## src/rtl/regs_dir_readback.sv

```systemverilog
// Readback of the dir/OE control register bank: synchronises the asynchronous cfg_in bits, keeps a
// skew-filtered shadow copy, flags per-register changes and serves a request/ack read port.
module regs_dir_readback #(
   parameter int unsigned SYNC_STAGES = 2,
   parameter int unsigned NUM_REGS    = 4
) (
   input  logic                  CLK,
   input  logic                  CLR,
   input  logic [NUM_REGS*8-1:0] cfg_in,
   input  logic                  rd_req,
   input  logic [1:0]            rd_addr,
   input  logic                  rd_ack,
   output logic [7:0]            rd_data,
   output logic                  rd_valid,
   output logic                  rd_busy,
   output logic [NUM_REGS-1:0]   chg_flags,
   input  logic [NUM_REGS-1:0]   irq_en,
   output logic                  irq
);

   typedef enum logic [1:0] {
      IDLE,
      LOAD,
      VALID
   } state_t;

   state_t                state;
   logic [1:0]            addr;
   logic [NUM_REGS*8-1:0] sync_q [SYNC_STAGES];
   logic [NUM_REGS*8-1:0] s_q;
   logic [NUM_REGS*8-1:0] s_d;
   logic [7:0]            shadow [NUM_REGS];
   logic [NUM_REGS-1:0]   load_v;
   logic [NUM_REGS-1:0]   flags_nxt;

   assign s_q = sync_q[SYNC_STAGES-1];

   always_ff @(posedge CLK or posedge CLR) begin
      if (CLR) begin
         for (int unsigned i = 0; i < SYNC_STAGES; i++) sync_q[i] <= '0;
         s_d <= '0;
      end else begin
         sync_q[0] <= cfg_in;
         for (int unsigned i = 1; i < SYNC_STAGES; i++) sync_q[i] <= sync_q[i-1];
         s_d <= s_q;
      end
   end

   // A byte is accepted only once it has matched across two consecutive synchronised samples.
   always_comb begin
      load_v = '0;
      for (int unsigned i = 0; i < NUM_REGS; i++) begin
         load_v[i] = (s_q[i*8 +: 8] == s_d[i*8 +: 8]) && (s_q[i*8 +: 8] != shadow[i]);
      end
   end

   always_ff @(posedge CLK or posedge CLR) begin
      if (CLR) begin
         for (int unsigned i = 0; i < NUM_REGS; i++) shadow[i] <= '0;
      end else begin
         for (int unsigned i = 0; i < NUM_REGS; i++) begin
            if (load_v[i]) shadow[i] <= s_q[i*8 +: 8];
         end
      end
   end

   // Clear-on-read is applied first so a simultaneous shadow update keeps the flag set.
   always_comb begin
      flags_nxt = chg_flags;
      if (state == LOAD) flags_nxt[addr] = 1'b0;
      flags_nxt = flags_nxt | load_v;
   end

   always_ff @(posedge CLK or posedge CLR) begin
      if (CLR) begin
         state     <= IDLE;
         addr      <= '0;
         rd_data   <= '0;
         rd_valid  <= 1'b0;
         rd_busy   <= 1'b0;
         chg_flags <= '0;
         irq       <= 1'b0;
      end else begin
         chg_flags <= flags_nxt;
         irq       <= |(chg_flags & irq_en);
         unique case (state)
            IDLE: begin
               if (rd_req) begin
                  addr    <= rd_addr;
                  rd_busy <= 1'b1;
                  state   <= LOAD;
               end
            end
            LOAD: begin
               rd_data  <= shadow[addr];
               rd_valid <= 1'b1;
               state    <= VALID;
            end
            VALID: begin
               if (rd_ack) begin
                  rd_valid <= 1'b0;
                  rd_busy  <= 1'b0;
                  state    <= IDLE;
               end
            end
            default: state <= IDLE;
         endcase
      end
   end

endmodule

```

## config.mk

```make
export PLATFORM = sky130hd
export DESIGN_NAME = regs_dir_readback
export DESIGN_NICKNAME = d
export VERILOG_FILES = /design/src/rtl/regs_dir_readback.sv
export SDC_FILE = /design/constraint.sdc
export NUM_CORES = 1
export LEC_CHECK = 0
export ABC_AREA = 1
export BUFFER_PORTS_ARGS = -buffer_cell sky130_fd_sc_hd__buf_2
export CORE_ASPECT_RATIO = 0.8
export CORE_MARGIN = 1
export CORE_UTILIZATION = 55
export CTS_CLUSTER_DIAMETER = 100
export DETAILED_ROUTE_END_ITERATION = 8
export GPL_ROUTABILITY_DRIVEN = 0
export HOLD_SLACK_MARGIN = 0.06
export PLACE_DENSITY = 0.73
export SLEW_MARGIN = 10
export SYNTH_ARGS = -nofsm -noshare
export SYNTH_HDL_FRONTEND = slang
export SYNTH_SLANG_ARGS = --single-unit
```

## constraint.sdc

```tcl
create_clock -name CLK -period 5.77 [get_ports CLK]
set_clock_uncertainty 0.15 [all_clocks]
set_input_delay 0.2885 -clock CLK [delete_from_list [all_inputs] [get_ports CLK]]
set_output_delay 0.2885 -clock CLK [all_outputs]
set_load 0.01 [all_outputs]
```

==> results of run 1 <==
[stage by stage]
stage | worst slack [ns] | util [%] | power, uW | cells | hold WS (ns)
CTS | 3.643 | 71.07 | 2911 | 901 | 0.1979
detailed placement | 3.754 | 61.11 | 1723 | 830 | 0.1847
global route | 3.441 | 71.07 | 3039 | 901 | 0.2055
finish | 3.747 | 71.07 | 2897 | 901 | 0.1969
global placement | 3.792 | 61.11 | 1700 | 830 | 0.1812
floorplan | 1.380 | - | 1569 | 634 | 0.1699
[cell usage after synthesis, types with 4 or more instances]
master   number
xnor2_1      16
nor2_1       33
dfrtp_1     147
a21oi_1       6
o21ai_0       4
a41oi_1       5
inv_2        24
nand2_2       9
nand3_1      33
nand2_4       4
nor2_2        9
nor2_8        4
nand2_1     275
inv_1        60
[logic make-up after synthesis]
family,Yosys count,synth area share (%)
xor+xnor,16,2.408
simple gates,370,27.11
compound gates,16,1.763
buf+inv,85,5.504
flops,147,63.21
[flip-flops by register name (all words and copies together) (netlist names)]
register and flops:
shadow 32, state 2, rd_busy 1, rd_data 8
s_d 32, s_q 32, chg_flags 4, sync_q 32
addr 2, irq 1, rd_valid 1
[power groups by stage]
stage / combinational [uW] / clock (uW) / sequential, uW
after global routing: 508 / 1220 / 1310
after CTS: 446 / 1170 / 1290
after detailed placement: 413 / 0 / 1310
after global placement: 399 / 0 / 1300
final: 445 / 1160 / 1300
after floorplan: 275 / 0 / 1290
[path summary, 6_finish.rpt]
kind | cells past startpoint | to
worst max-delay path | 4 | rd_data[5]
min in group asynchronous | 3 | s_d[27]
max in group CLK | 4 | rd_data[2]
worst min-delay path | 0 | s_q[1]
worst max register to register | 4 | rd_data[2]
worst min register to register | 0 | s_q[1]
[metal layers]
layer | vias to the layer above | global-route usage (%) | wire length, um
met5 | - | 0 | 0
met4 | 0 | 8.333 | 160
met3 | 20 | 7.677 | 591
met2 | 103 | 35.80 | 5351
met1 | 2025 | 29.61 | 5043
li1 | 2154 | - | -
[timing repair]
action                                 4_1_cts  5_1_grt
endpoints found under the hold margin      109        0
gates resized for setup                      0        0
hold buffers                                39        0
[area by class of cell]
| type | instances | area [um2] |
|---|---|---|
| Sequential cell | 147 | 3679 |
| Fill cell | 703 | 2974 |
| Multi-Input combinational cell | 402 | 1821 |
| Timing Repair Buffer | 96 | 678.2 |
| Clock buffer | 19 | 452.9 |
| Inverter | 84 | 320.3 |
| Clock inverter | 13 | 181.4 |
| Tap cell | 140 | 175.2 |
==> summary.md, run 1 <==
| Metric | Value |
|---|---|
| Outcome | complete, no violations |
| First-pass GRT wire length | 18580 um |
| Max Freq | 494.2 MHz |
| Largest area contributor in the netlist | dfrtp_1 |
| Num CTS Buffers | 17 |
| Synth-to-layout area growth | 25.56% |
| Slowest cell on crit path | buf_4 |
| Required time worst endpoint | 6.03 ns |
| Hold Crit Class | register to register |
| Detail Route Antenna Nets | 0 |
| Worst Path Buf+Inv | 4 |
| Share of layout cells above drive strength 1 | 18.40% |
| CTS tree | built |
| Post-route cell area | 7307 um2 |
| Min-delay src | sync_q[33] |
| Average size of a mapped cell | 9.179 um2 |
| P_int | 2098 uW |
| Largest net degree at the start of global routing | 78 |
| # clock sinks | 147 |
| Die area | 11000 um2 |
| TritonRoute pass-1 iters | 4 |
| Async set or reset register ratio after synthesis | 100.0% |
| Core area | 10280 um2 |
| Sequential Power Share | 44.8% |
| Reg-to-reg slack, setup | 3.87 ns |
| Net count, final | 790 |
| Tmin final | 2.023 ns |
| Vias | 4302 |
| Syn_nets | 676 |
| Top cell type's share of synthesized area | 63.21% |
| Gr ovfl total | 0 |
| Clock Path Buffers | 2 |
| Worst slew pin tran | 0.9500 ns |
| Slew HR | 36.66% |
| # IOs | 57 |
| GRT Util Overall | 22.84% |
| Total of max-cap violations | 0 |
| Antenna diodes | 0 |
| Final max-slew violation count | 0 |
| Worst path max stage delay | 0.82 ns |
| Most area-consuming cells after synthesis | dfrtp_1, nand2_1, inv_1, nand3_1, xnor2_1 |
| Power per cell area | 396.4 nW/um2 |
| Sw frac | 27.59% |
| H-tree depth | 4 |
| Die X | 117.0 um |
| Finish-stage setup viols | 0 |
| Initial core utilization | 56.60% |
| Core Rows | 33 |
| Setup TNS | 0 ns |
| Initial antenna violation count | 0 |
| Clock-pin transition on the worst setup and hold timing paths | 0.06 ns |
| Drt drc | 0 |
| I/O Buffers | 56 |
| Clock network fraction of total power | 39.9% |
| Lkg Pwr | 0.003911 uW |
| HPWL Detailed | 7232 um |
| Post-Syn Area | 5819 um2 |
| Start of the worst register-to-register path | state[1] |
| Seq/Total Area, Yosys | 63.21% |
| FF+latch count, synth | 147 |
| Worst-path cell chain | dlygate4sd3_1 -> buf_2 -> inv_6 -> buf_4 |
| Commonest non-fill, non-tap cells in the layout | nand2_1, dfrtp_1, inv_1 |
| Setup Fix Bufs, Post-CTS | 0 |
| Critical Path Fanout Max | 77 |
| Worst Setup End Kind | async pin |
| Drt wl/cell | 12.37 um |
| Final Cycle Share | 35.07% |
| Final wirelength | 11150 um |
| Root Buffer | clkbuf_16 |
| Yosys warns | 0 |
| Most common cell after layout, fill and taps aside | nand2_1 |
| Critical path class | primary input to async pin |
| Delay-heaviest family, CP | buffers and inverters |
| Area post-placement | 6282 um2 |
| Clk_lat worst skew | 0.42 ns |
| Gate power share | 15.4% |
| Launching element type of the critical path | primary input |
| Vias in the first global route | 4080 |
| Final hold vios | 0 |
| WP data arrival | 2.28 ns |
| Vias per Instance | 4.775 |
| Critical Path Source | CLR |
| Die H | 94 um |
| Initial DRC count | 362 |
| Number of synthesized flops with an enable pin | 0 |
| Psw | 799.3 uW |
| Dominant synthesized flop cell | dfrtp_1 |
| Post-synth cell types | 17 |
| RSZ-0062 raised after global routing | no |
| Cells after synthesis | 634 |
| Worst vdd ir | 0.0002455 V |
(Power assumes the default switching activity.)
==> run 2, diff against run 1 <==
- clock period: 5.77 -> 1.9 ns (I/O delays scaled with it)
==> run 2 against run 1 <==
Clock-buffer cell count down 1. Cell count up 0.33%. Setup slack worse by 3.4 ns. Die area unchanged. Design area up 1.2%. Sequential share of layout area down 0.61 points. Critical endpoint is now shadow[13].
==> summary.md, run 2 (same netlist as run 1, synthesis figures left out) <==
| Metric | Value |
|---|---|
| Vias in the first global route | 4283 (+5.0%) |
| Initial core utilization | 56.60% (unchanged) |
| Synth-to-layout area growth | 27.11% |
| RR Endpoint | shadow[13] |
| Share of layout cells above drive strength 1 | 18.72% (+0.32 points) |
| Worst Setup End Kind | register |
| R2R cell count | 9 (+5) |
| Final hold vios | 0 (unchanged) |
| Core area | 10280 um2 (unchanged) |
| # IOs | 57 (unchanged) |
| GRT Util Overall | 23.99% (+1.2 points) |
| Die area | 11000 um2 (unchanged) |
| H-tree depth | 4 (unchanged) |
| Most common cell after layout, fill and taps aside | nand2_1 |
| Vias | 4361 (+1.4%) |
| Worst slew pin tran | 0.5910 ns (-0.3590 ns) |
| Tmin final | 1.572 ns |
| Reg-to-reg slack, setup | 0.33 ns (-3.54 ns) |
| Core Rows | 33 (unchanged) |
| Required time worst endpoint | 2.05 ns (-3.98 ns) |
| First-pass GRT wire length | 19500 um (+4.9%) |
| WP data arrival | 1.72 ns (-0.56 ns) |
| Antenna diodes | 0 (unchanged) |
| Crit path depth | 9 (+5) |
| Crit path to | shadow[13] |
| Critical path class | register to register |
| Commonest non-fill, non-tap cells in the layout | nand2_1, dfrtp_1, inv_1 |
| Num CTS Buffers | 17 (unchanged) |
| Clock-pin transition on the worst setup and hold timing paths | 0.06 ns (about the same) |
| # clock sinks | 147 (unchanged) |
| Delay-heaviest family, CP | simple AND/OR/NAND/NOR gates |
| Power per cell area | 1211 nW/um2 (+210%) |
| Detail Route Antenna Nets | 0 (unchanged) |
| Critical Path Fanout Max | 9 (-88%) |
| Final wirelength | 11700 um (+4.9%) |
| Initial antenna violation count | 0 (unchanged) |
| Max Freq | 636.1 MHz |
| Worst Path Buf+Inv | 1 (-3) |
| Outcome | complete, no violations |
| Vias per Instance | 4.824 (+1.0%) |
| Drt drc | 0 (unchanged) |
| Setup Fix Bufs, Post-CTS | 0 (unchanged) |
| Root Buffer | clkbuf_16 |
| Start of the worst register-to-register path | s_q[16] |
| HPWL Detailed | 7832 um (+8.3%) |
| Hold slack | 0.1544 ns (-0.04245 ns) |
| Worst-path cell chain | nand2_1 -> inv_1 -> nor2_1 -> nor2_1 -> nand2_2 -> nor2_8 -> nand2_4 -> nand2_1 -> nand2_1 |
| CTS tree | built |
| Fin worst setup slack | 0.3279 ns (-3.419 ns) |
| Lkg Pwr | 0.003948 uW (+0.94%) |
| Hold Crit Class | primary input to async pin |
| TritonRoute pass-1 iters | 4 (unchanged) |
| Slowest cell on crit path | dfrtp_1 |
| Worst path max stage delay | 0.46 ns (-0.36 ns) |
| Finish-stage setup viols | 0 (unchanged) |
| Launching element type of the critical path | register |
| Pre-CTS setup slack | 0.3835 ns (-3.371 ns) |
| Critical Path Source | s_q[16] |
| Largest net degree at the start of global routing | 47 (-40%) |
| I/O Buffers | 56 (unchanged) |
| CP most frequent cell | nand2_1 |
| Slew HR | 60.52% (+24 points) |
| RSZ-0062 raised after global routing | no |
| Clk_lat worst skew | 0.41 ns (about the same) |
| Layout Utilization | 71.95% (+0.88 points) |
| Die X | 117.0 um (unchanged) |
| Clock Path Buffers | 2 (unchanged) |
| Net count, final | 794 (+0.51%) |
| Final max-slew violation count | 0 (unchanged) |
| Initial DRC count | 272 (-25%) |
| Total of max-cap violations | 0 (unchanged) |
| Drt wl/cell | 12.94 um (+4.6%) |
| Gr ovfl total | 0 (unchanged) |
| Worst vdd ir | 0.001012 V (+310%) |
| Die H | 94 um (unchanged) |
| Final Cycle Share | 82.74% |
==> run 2: cell type report <==
| class | instances | area [um2] |
|---|---|---|
| Clock buffer | 18 | 439.2 |
| Fill cell | 725 | 2884 |
| Inverter | 84 | 319.1 |
| Timing Repair Buffer | 100 | 758.2 |
| Clock inverter | 13 | 206.4 |
| Multi-Input combinational cell | 402 | 1821 |
| Tap cell | 140 | 175.2 |
| Sequential cell | 147 | 3679 |
==> run 2: how the worst min path moves through the flow <==
stage	start	depth (start not counted)	to	slack, ns
floorplan	cfg_in[0]	0	sync_q[32]	-0.02
global placement	CLR	2	shadow[21]	0.04
detailed placement	CLR	2	shadow[21]	0.05
CTS	cfg_in[19]	2	sync_q[51]	0.15
global route	cfg_in[14]	2	sync_q[46]	0.16
finish	CLR	3	shadow[21]	0.15
==> run 2: metrics by stage <==
step                      TNS (ns)  power (uW)  area (um2)  std cells
after floorplan             -28.22        4766        5823        634
after global placement           0        5203        6361        834
after detailed placement         0        5283        6361        834
after CTS                        0        9001        7397        904
after global routing             0        9377        7397        904
final                            0        8961        7397        904
==> run 2: per-layer routing <==
layer	GRT usage, %	share of wire [%]	up-vias
met2	40.04	49	113
met4	10.13	1.4	0
met1	30.30	45	2076
met3	5.226	4.4	14
li1	-	-	2158
met5	0	0	-
==> run 2: timing repair <==
action,4_1_cts,5_1_grt
resized for setup,0,0
hold buffers,39,0
endpoints found under the setup margin,0,0
hold endpoints to repair,186,0
==> run 2: report_power, final <==
part           total [uW]  switching, uW  leakage [uW]  internal (uW)
logic                1410            820       0.00185            586
clock network        3620           1260      0.000312           2360
registers            3940            391       0.00178           3550
total                8960           2470       0.00395           6490
==> run 2: worst register-to-register path: stages (launching register included) <==
cell,delay [ns]
dfrtp_1,0.46
nand2_1,0.10
inv_1,0.06
nor2_1,0.03
nor2_1,0.12
nand2_2,0.11
nor2_8,0.19
nand2_4,0.11
nand2_1,0.08
nand2_1,0.05
